`src/rtl/fetch_pc_unit_if.sv`:
```
// rtl/fetch_pc_unit_if.sv - instruction-memory fetch handshake between fetch unit and imem
interface fetch_pc_unit_if;
  logic [31:0] imem_addr;
  logic        imem_req;
  logic        imem_ack;
  logic [31:0] imem_rdata;

  modport master (
    output imem_addr,
    output imem_req,
    input  imem_ack,
    input  imem_rdata
  );

  modport slave (
    input  imem_addr,
    input  imem_req,
    output imem_ack,
    output imem_rdata
  );
endinterface

```
`src/rtl/fetch_pc_unit.sv`:
```
// rtl/fetch_pc_unit.sv - PC / fetch stage: FETCH -> EXEC loop with misalign and timeout traps
module fetch_pc_unit #(
  parameter logic [31:0] RESET_PC  = 32'h0040_0000,
  parameter int          MAX_WAIT  = 16,
  parameter logic [31:0] NOP_INSTR = 32'h0000_0013
) (
  input  logic                   clk,
  input  logic                   reset,
  input  logic                   beq_out,
  input  logic                   bne_out,
  input  logic                   blt_out,
  input  logic                   bge_out,
  input  logic                   jal,
  input  logic                   alu_pc_sel,
  input  logic                   zero,
  input  logic                   lt,
  input  logic [31:0]            imm,
  input  logic [31:0]            alu_result,
  fetch_pc_unit_if.master        imem,
  output logic [31:0]            instr,
  output logic                   instr_valid,
  output logic [31:0]            pc,
  output logic [31:0]            pc_plus4,
  output logic [31:0]            instret,
  output logic                   trap,
  output logic [1:0]             trap_cause,
  output logic [31:0]            trap_pc
);

  localparam int WW = (MAX_WAIT > 1) ? $clog2(MAX_WAIT) : 1;
  localparam logic [WW-1:0] WAIT_LAST = WW'(MAX_WAIT - 1);

  localparam logic [1:0] S_FETCH = 2'd0;
  localparam logic [1:0] S_EXEC  = 2'd1;
  localparam logic [1:0] S_TRAP  = 2'd2;

  localparam logic [1:0] CAUSE_MISALIGN = 2'd1;
  localparam logic [1:0] CAUSE_TIMEOUT  = 2'd2;

  logic [1:0]    r_state;
  logic [31:0]   r_pc;
  logic [31:0]   r_instr;
  logic [31:0]   r_instret;
  logic [WW-1:0] r_wait;
  logic [1:0]    r_trap_cause;
  logic [31:0]   r_trap_pc;

  logic          w_taken;
  logic [31:0]   w_next_pc;
  logic          w_misaligned;

  always_comb begin
    w_taken = (beq_out & zero) | (bne_out & ~zero) | (blt_out & lt) | (bge_out & ~lt);
    if (alu_pc_sel) begin
      w_next_pc = {alu_result[31:1], 1'b0};
    end else if (jal || w_taken) begin
      w_next_pc = r_pc + imm;
    end else begin
      w_next_pc = r_pc + 32'd4;
    end
    w_misaligned = (w_next_pc[1:0] != 2'b00);
  end

  // Request is gated by reset so an abandoned fetch never shows up during reset.
  assign imem.imem_req  = (r_state == S_FETCH) && !reset;
  assign imem.imem_addr = r_pc;

  assign instr       = r_instr;
  assign instr_valid = (r_state == S_EXEC);
  assign pc          = r_pc;
  assign pc_plus4    = r_pc + 32'd4;
  assign instret     = r_instret;
  assign trap        = (r_state == S_TRAP);
  assign trap_cause  = r_trap_cause;
  assign trap_pc     = r_trap_pc;

  always_ff @(posedge clk or posedge reset) begin
    if (reset) begin
      r_state      <= S_FETCH;
      r_pc         <= RESET_PC;
      r_instr      <= NOP_INSTR;
      r_instret    <= 32'd0;
      r_wait       <= '0;
      r_trap_cause <= 2'd0;
      r_trap_pc    <= 32'd0;
    end else begin
      case (r_state)
        S_FETCH: begin
          if (imem.imem_ack) begin
            r_instr <= imem.imem_rdata;
            r_wait  <= '0;
            r_state <= S_EXEC;
          end else if (r_wait == WAIT_LAST) begin
            r_state      <= S_TRAP;
            r_trap_cause <= CAUSE_TIMEOUT;
            r_trap_pc    <= r_pc;
            r_instr      <= NOP_INSTR;
            r_wait       <= '0;
          end else begin
            r_wait <= r_wait + WW'(1);
          end
        end
        S_EXEC: begin
          if (w_misaligned) begin
            r_state      <= S_TRAP;
            r_trap_cause <= CAUSE_MISALIGN;
            r_trap_pc    <= w_next_pc;
            r_instr      <= NOP_INSTR;
          end else begin
            r_pc      <= w_next_pc;
            r_instret <= r_instret + 32'd1;
            r_state   <= S_FETCH;
          end
        end
        default: begin
          // TRAP (and the unused encoding) absorb until reset.
          r_state <= S_TRAP;
          r_instr <= NOP_INSTR;
        end
      endcase
    end
  end

endmodule

```
`src/flat_wrapper.sv`:
```
// flat-port wrapper written by rule: the top's interface ports become plain ports
module fetch_pc_unit_flat 
#(
  parameter logic [31:0] RESET_PC  = 32'h0040_0000,
  parameter int          MAX_WAIT  = 16,
  parameter logic [31:0] NOP_INSTR = 32'h0000_0013
)
  (clk, reset, beq_out, bne_out, blt_out, bge_out, jal, alu_pc_sel, zero, lt, imm, alu_result, instr, instr_valid, pc, pc_plus4, instret, trap, trap_cause, trap_pc, imem_imem_addr, imem_imem_req, imem_imem_ack, imem_imem_rdata);
  fetch_pc_unit_if imem_i ();
  input  logic clk;
  input  logic reset;
  input  logic beq_out;
  input  logic bne_out;
  input  logic blt_out;
  input  logic bge_out;
  input  logic jal;
  input  logic alu_pc_sel;
  input  logic zero;
  input  logic lt;
  input  logic [31:0] imm;
  input  logic [31:0] alu_result;
  output logic [31:0] instr;
  output logic instr_valid;
  output logic [31:0] pc;
  output logic [31:0] pc_plus4;
  output logic [31:0] instret;
  output logic trap;
  output logic [1:0] trap_cause;
  output logic [31:0] trap_pc;
  output wire logic [$bits(imem_i.imem_addr)-1:0] imem_imem_addr;
  output wire logic [$bits(imem_i.imem_req)-1:0] imem_imem_req;
  input wire logic [$bits(imem_i.imem_ack)-1:0] imem_imem_ack;
  input wire logic [$bits(imem_i.imem_rdata)-1:0] imem_imem_rdata;
  assign imem_imem_addr = imem_i.imem_addr;
  assign imem_imem_req = imem_i.imem_req;
  assign imem_i.imem_ack = imem_imem_ack;
  assign imem_i.imem_rdata = imem_imem_rdata;
  fetch_pc_unit #(.RESET_PC(RESET_PC), .MAX_WAIT(MAX_WAIT), .NOP_INSTR(NOP_INSTR)) u_core (.clk(clk), .reset(reset), .beq_out(beq_out), .bne_out(bne_out), .blt_out(blt_out), .bge_out(bge_out), .jal(jal), .alu_pc_sel(alu_pc_sel), .zero(zero), .lt(lt), .imm(imm), .alu_result(alu_result), .imem(imem_i), .instr(instr), .instr_valid(instr_valid), .pc(pc), .pc_plus4(pc_plus4), .instret(instret), .trap(trap), .trap_cause(trap_cause), .trap_pc(trap_pc));
endmodule
```
`config.mk`:
```
export PLATFORM = sky130hd
export DESIGN_NAME = fetch_pc_unit_flat
export DESIGN_NICKNAME = d
export VERILOG_FILES = /design/src/rtl/fetch_pc_unit_if.sv /design/src/rtl/fetch_pc_unit.sv /design/src/flat_wrapper.sv
export SDC_FILE = /design/constraint.sdc
export NUM_CORES = 1
export LEC_CHECK = 0
export ABC_AREA = 1
export CAP_MARGIN = 40
export CORE_MARGIN = 1.5
export CORE_UTILIZATION = 45
export DETAILED_ROUTE_END_ITERATION = 7
export GPL_TIMING_DRIVEN = 0
export PLACE_DENSITY = 0.84
export SYNTH_ARGS = -nofsm -noshare
export SYNTH_HDL_FRONTEND = slang
export SYNTH_SLANG_ARGS = --single-unit
export TNS_END_PERCENT = 20
```
`constraint.sdc`:
```
create_clock -name clk -period 7.55 [get_ports clk]
set_clock_uncertainty 0.1 [all_clocks]
set_input_delay 1.51 -clock clk [delete_from_list [all_inputs] [get_ports clk]]
set_output_delay 1.51 -clock clk [all_outputs]
set_load 0.005 [all_outputs]
```
Word-level counts from Yosys, hierarchy flattened
Cells that the tools add are included.

storage, ports and cells
  input port bits = 107
  output and inout port bits = 197
  flip-flop bits (word level) = 136

operators by class
  equal/unequal tests = 7
  mux-type cells = 19
  reductions and logical operators = 9
  bitwise gates (word level) = 10
  $add $sub $neg = 4

operators with widths
  operator                 number
  $mux W32                 8
  $pmux W32 S2             2
  $add A32 B1 Y32 const B  1
  $add A32 B3 Y32 const B  1
  $add A32 B32 Y32         1
  $mux W2                  5
  $mux W4                  2
  $pmux W2 S2              2
  $add A4 B1 Y4 const B    1
  $and A1 B1 Y1            4
  $eq A4 B4 Y1 const B     1
  $ne A2 B2 Y1 const B     2
  $reduce_and A2 Y1        2
  $reduce_and A4 Y1        1
  $reduce_bool A2 Y1       2
  $ne A3 B3 Y1 const B     1
  $not A1 Y1               3
  $or A1 B1 Y1             3
  $eq A2 B1 Y1 const B     1
  $eq A2 B2 Y1 const B     1
  $logic_not A2 Y1         1
  $ne A2 B1 Y1 const B     1
  $logic_and A1 B1 Y1      1
  $logic_not A1 Y1         1
  $logic_or A1 B1 Y1       1

Depth between registers and ports, before layout
  word-level depth = 11
  mapped depth = 16
  mapped depth without buffers = 16

Worst setup path after synthesis
OpenSTA, ideal clock, no wires.

  path kind = input -> output
  start = in reset
  end = out imem_imem_req
  path buffers = 0
  slack = 4.324 ns
  stages on the path = 1
  data arrival time = 1.616 ns
  cell sequence = nor2_1

on the way
  word-level cells in the longest chain between the ends = 2

ends and longest elaborated chain
  element              RTL line             source
  start, declared      flat_wrapper.sv:11   input logic reset;
  $logic_not A1 Y1     fetch_pc_unit.sv:65  assign imem.imem_req = (r_state == S_FETCH) && !reset;
  $logic_and A1 B1 Y1  fetch_pc_unit.sv:65
  end, declared        flat_wrapper.sv:31   output wire logic [$bits(imem_i.imem_req)-1:0] imem_imem_req;

Every way passes these cells.

Final worst setup path
  start = reg u_core.r_pc[3], in the netlist u_core.imem.imem_addr[3]
  end = out pc_plus4[18]

on the way
  word-level cells in the longest chain between the ends = 1

ends and longest elaborated chain
  element                 RTL line              source
  start, declared         fetch_pc_unit.sv:41   logic [31:0] r_pc;
  start signal, assigned  fetch_pc_unit.sv:110  r_pc <= w_next_pc;
  $add A32 B3 Y32         fetch_pc_unit.sv:71   assign pc_plus4 = r_pc + 32'd4;
  end, declared           flat_wrapper.sv:25    output logic [31:0] pc_plus4;

Every way passes these cells.

==> out/metrics.yaml <==
rsz0062_at_grt: "no"
netlist_area_mm2: 0.01028
io_buffer_count: 302
ir_drop_mv: 0.1799
fin_area_mm2: 0.01433
n_antenna_cell: 0
finalCritPeriodShare_pct: 60.67
avgRoutedWirePerCell_um: 17.67
worstPathMaxFanout: 7
synth_top_area_share_pct: 32.13
cts_tree: "done"
p_int_mw: 2.750
first_pass_iters: 8
leakagePower_nw: 7.229
synth-edff-count: 0
r2r-end: "u_core.trap_pc[28]"
hold_viol_final: 0
synthCells: 1555
seq_area_frac_synth_pct: 33.15
syn_avg_cell_area_um2: 6.611
post-cts-setup-buffers: 0
r2r_slack_ns: 4.77
syn2layout_area_growth_pct: 39.37
setup_viol_count_final: 0
synth_mux_area_share_pct: 0
synthSimpleGateAreaFrac_pct: 40.92
holdWs_ns: 0.3720
swShare_pct: 42.15
grt_antenna_before_repair: 1
grt-ovfl-total: 0
grt_use_total_pct: 32.33
hold_path.class: "reg2reg"
synth_nets: 1697
cts_buffers: 17
grt.busiest_layer: "met2"
power_density_mw_per_mm2: 331.8
clock_latency_ns: 0.43
grt_pass1_wl_um: 59250
via_per_inst: 5.326
met1_usage_pct: 38.42
pwr-share-comb_pct: 53.1
start_kind: "flip-flop"
num_rows: 55
p_sw_mw: 2.004
place_ws_ns: 3.313
status: "finished clean"
synth_top_family_by_area: "simple AND/OR/NAND/NOR gates"
dp.final_hpwl_um: 30050
synth.distinct_cells: 41
die_x_um: 154.1
vias: 11580
seqPwrFrac_pct: 27.7
cts-root-buf: "clkbuf_16"
synthAdderAreaFrac_pct: 4.333
ys.flop_type: "dfrtp_1"
die_y_um: 154.1
core_mm2: 0.02250
finalWorstSetupSlack_ns: 2.969
final_net_count: 2019
hp-start: "u_core.instr[23]"
cts_sinks: 136
cts_htree_levels: 4
drv_slew: 0
synth_common_cells: "nand2_1, inv_1, dfrtp_1"
setup.worst_path.class: "reg2out"
cap_violations: 0
gp_congestion: 0.9338
power_frac_clock_pct: 19.2
ant_nets: 0
clockBufferDepth: 2
placed_cell_area_mm2: 0.01369
ff_latch_area_mm2: 0.003408
start_util_pct: 45.68
synth_warnings: 0
synth.most_common_cell: "nand2_1"
relSlewSlack_pct: 52.34
drive_above_1_share_pct: 8.201
tns_ns: 0
fin_crit_ns: 4.581
cp-end-kind: "output pin"
hold_end: "u_core.instr[23]"
yosys-top-cells-area: "dfrtp_1, nand2_1, inv_1"
grt_max_degree: 89
yosysTopAreaCell: "dfrtp_1"
synth_xor_area_share_pct: 4.759
r2r-start: "u_core.imem.imem_addr[0]"
clk_pin_slew_ns: 0.06
num-fill-cells: 1970
met2_usage_pct: 54.45
whs_path_depth: 2
ys_async_sr_fraction_pct: 100.0
multiInputGateArea_mm2: 0.005707
use_met3_pct: 8.766
r2r_cells: 13
synth_compound_area_share_pct: 5.501
ys_ff_latch: 136
cts_resized: 0
timing.fmax_mhz: 218.3
io_pins: 304
postCtsHoldBufs: 0
finalWirelength_um: 38430
drtIter0Drc: 832
grt_pass1_vias: 11090
drc: 0
dieArea_mm2: 0.02376
worstPathArrival_ns: 2.97
required_ns: 5.94
tightest_slew_ns: 0.7149
-- final cells by class --
| type | count | share of cell area [%] |
|---|---|---|
| Buffer | 75 | 3.257 |
| Clock buffer | 19 | 3.091 |
| Clock inverter | 13 | 1.345 |
| Inverter | 186 | 4.908 |
| Multi-Input combinational cell | 1158 | 39.83 |
| Sequential cell | 136 | 23.79 |
| Tap cell | 285 | 2.489 |
| Timing Repair Buffer | 303 | 21.29 |
-- worst max path at each step --
| stage | from | endpoint | cells past startpoint |
|---|---|---|---|
| finish | u_core.imem.imem_addr[3] | pc_plus4[18] | 7 |
| global route | u_core.imem.imem_addr[3] | pc_plus4[12] | 7 |
| CTS | u_core.imem.imem_addr[3] | pc_plus4[12] | 7 |
| detailed placement | reset | imem_imem_req | 3 |
| global placement | reset | u_core.trap_pc[5] | 2 |
| floorplan | reset | u_core.imem.imem_addr[0] | 1 |
-- per-layer routing --
metal	share of wire (%)	routed length, um
met5	0.034	13
met4	4.4	1709
met3	10	3916
met2	47	18250
met1	38	14540
-- logic make-up (layout without fill, tap and decap cells) --
logic type      Yosys count  after routing
simple gates            967            967
fa+ha+maj                35             35
buf+inv                 261            596
flops                   136            136
compound gates          101            101
xor+xnor                 55             55
-- worst max-delay path, cell delays in order (launching register included) --
cell	delay, ns
dfrtp_1	0.54
ha_1	0.36
nand3_2	0.15
nor2_4	0.27
nand2_4	0.12
nor2_1	0.14
xor2_1	0.37
clkdlybuf4s50_1	0.58
-- layout by cell type, fill, tap and decap left out, drive strengths merged, types with 4 or more instances in the layout --
cell type | Yosys | layout
nor3 | 42 | 42
xnor2 | 11 | 11
nand2 | 614 | 614
xor2 | 44 | 44
or2 | 19 | 19
clkdlybuf4s50 | 0 | 302
dfstp | 4 | 4
dfrtp | 132 | 132
clkbuf | 15 | 34
buf | 60 | 61
a21oi | 40 | 40
ha | 34 | 34
bufinv | 0 | 4
clkinv | 0 | 4
nor2 | 108 | 108
and2 | 6 | 6
nand3 | 129 | 129
nand4 | 33 | 33
o21ai | 45 | 45
o21bai | 7 | 7
inv | 186 | 189
nand3b | 12 | 12
-- per-stage QoR --
stage / utilization [%] / instances / power, mW
2_1_floorplan: - / 1555 / 2.471
3_3_place_gp: 60.70 / 2142 / 3.743
3_5_place_dp: 60.85 / 2143 / 3.789
4_1_cts: 63.67 / 2175 / 4.719
5_1_grt: 63.67 / 2175 / 5.045
6_report: 63.67 / 2175 / 4.754
-- registers in the layout, summed over array words and instances, names as in the netlist --
name                   cells
u_core.r_state             2
u_core.imem.imem_addr     32
u_core.instret            32
u_core.instr              32
u_core.trap_cause          2
u_core.r_wait              4
u_core.trap_pc            32
-- power by group through the flow --
stage | Combinational [mW] | Clock [mW] | Sequential, mW
finish | 2.52 | 0.913 | 1.32
global route | 2.76 | 0.950 | 1.34
CTS | 2.50 | 0.917 | 1.30
detailed placement | 2.48 | 0 | 1.31
global placement | 2.44 | 0 | 1.30
floorplan | 1.28 | 0 | 1.19
(Power assumes the default switching activity.)
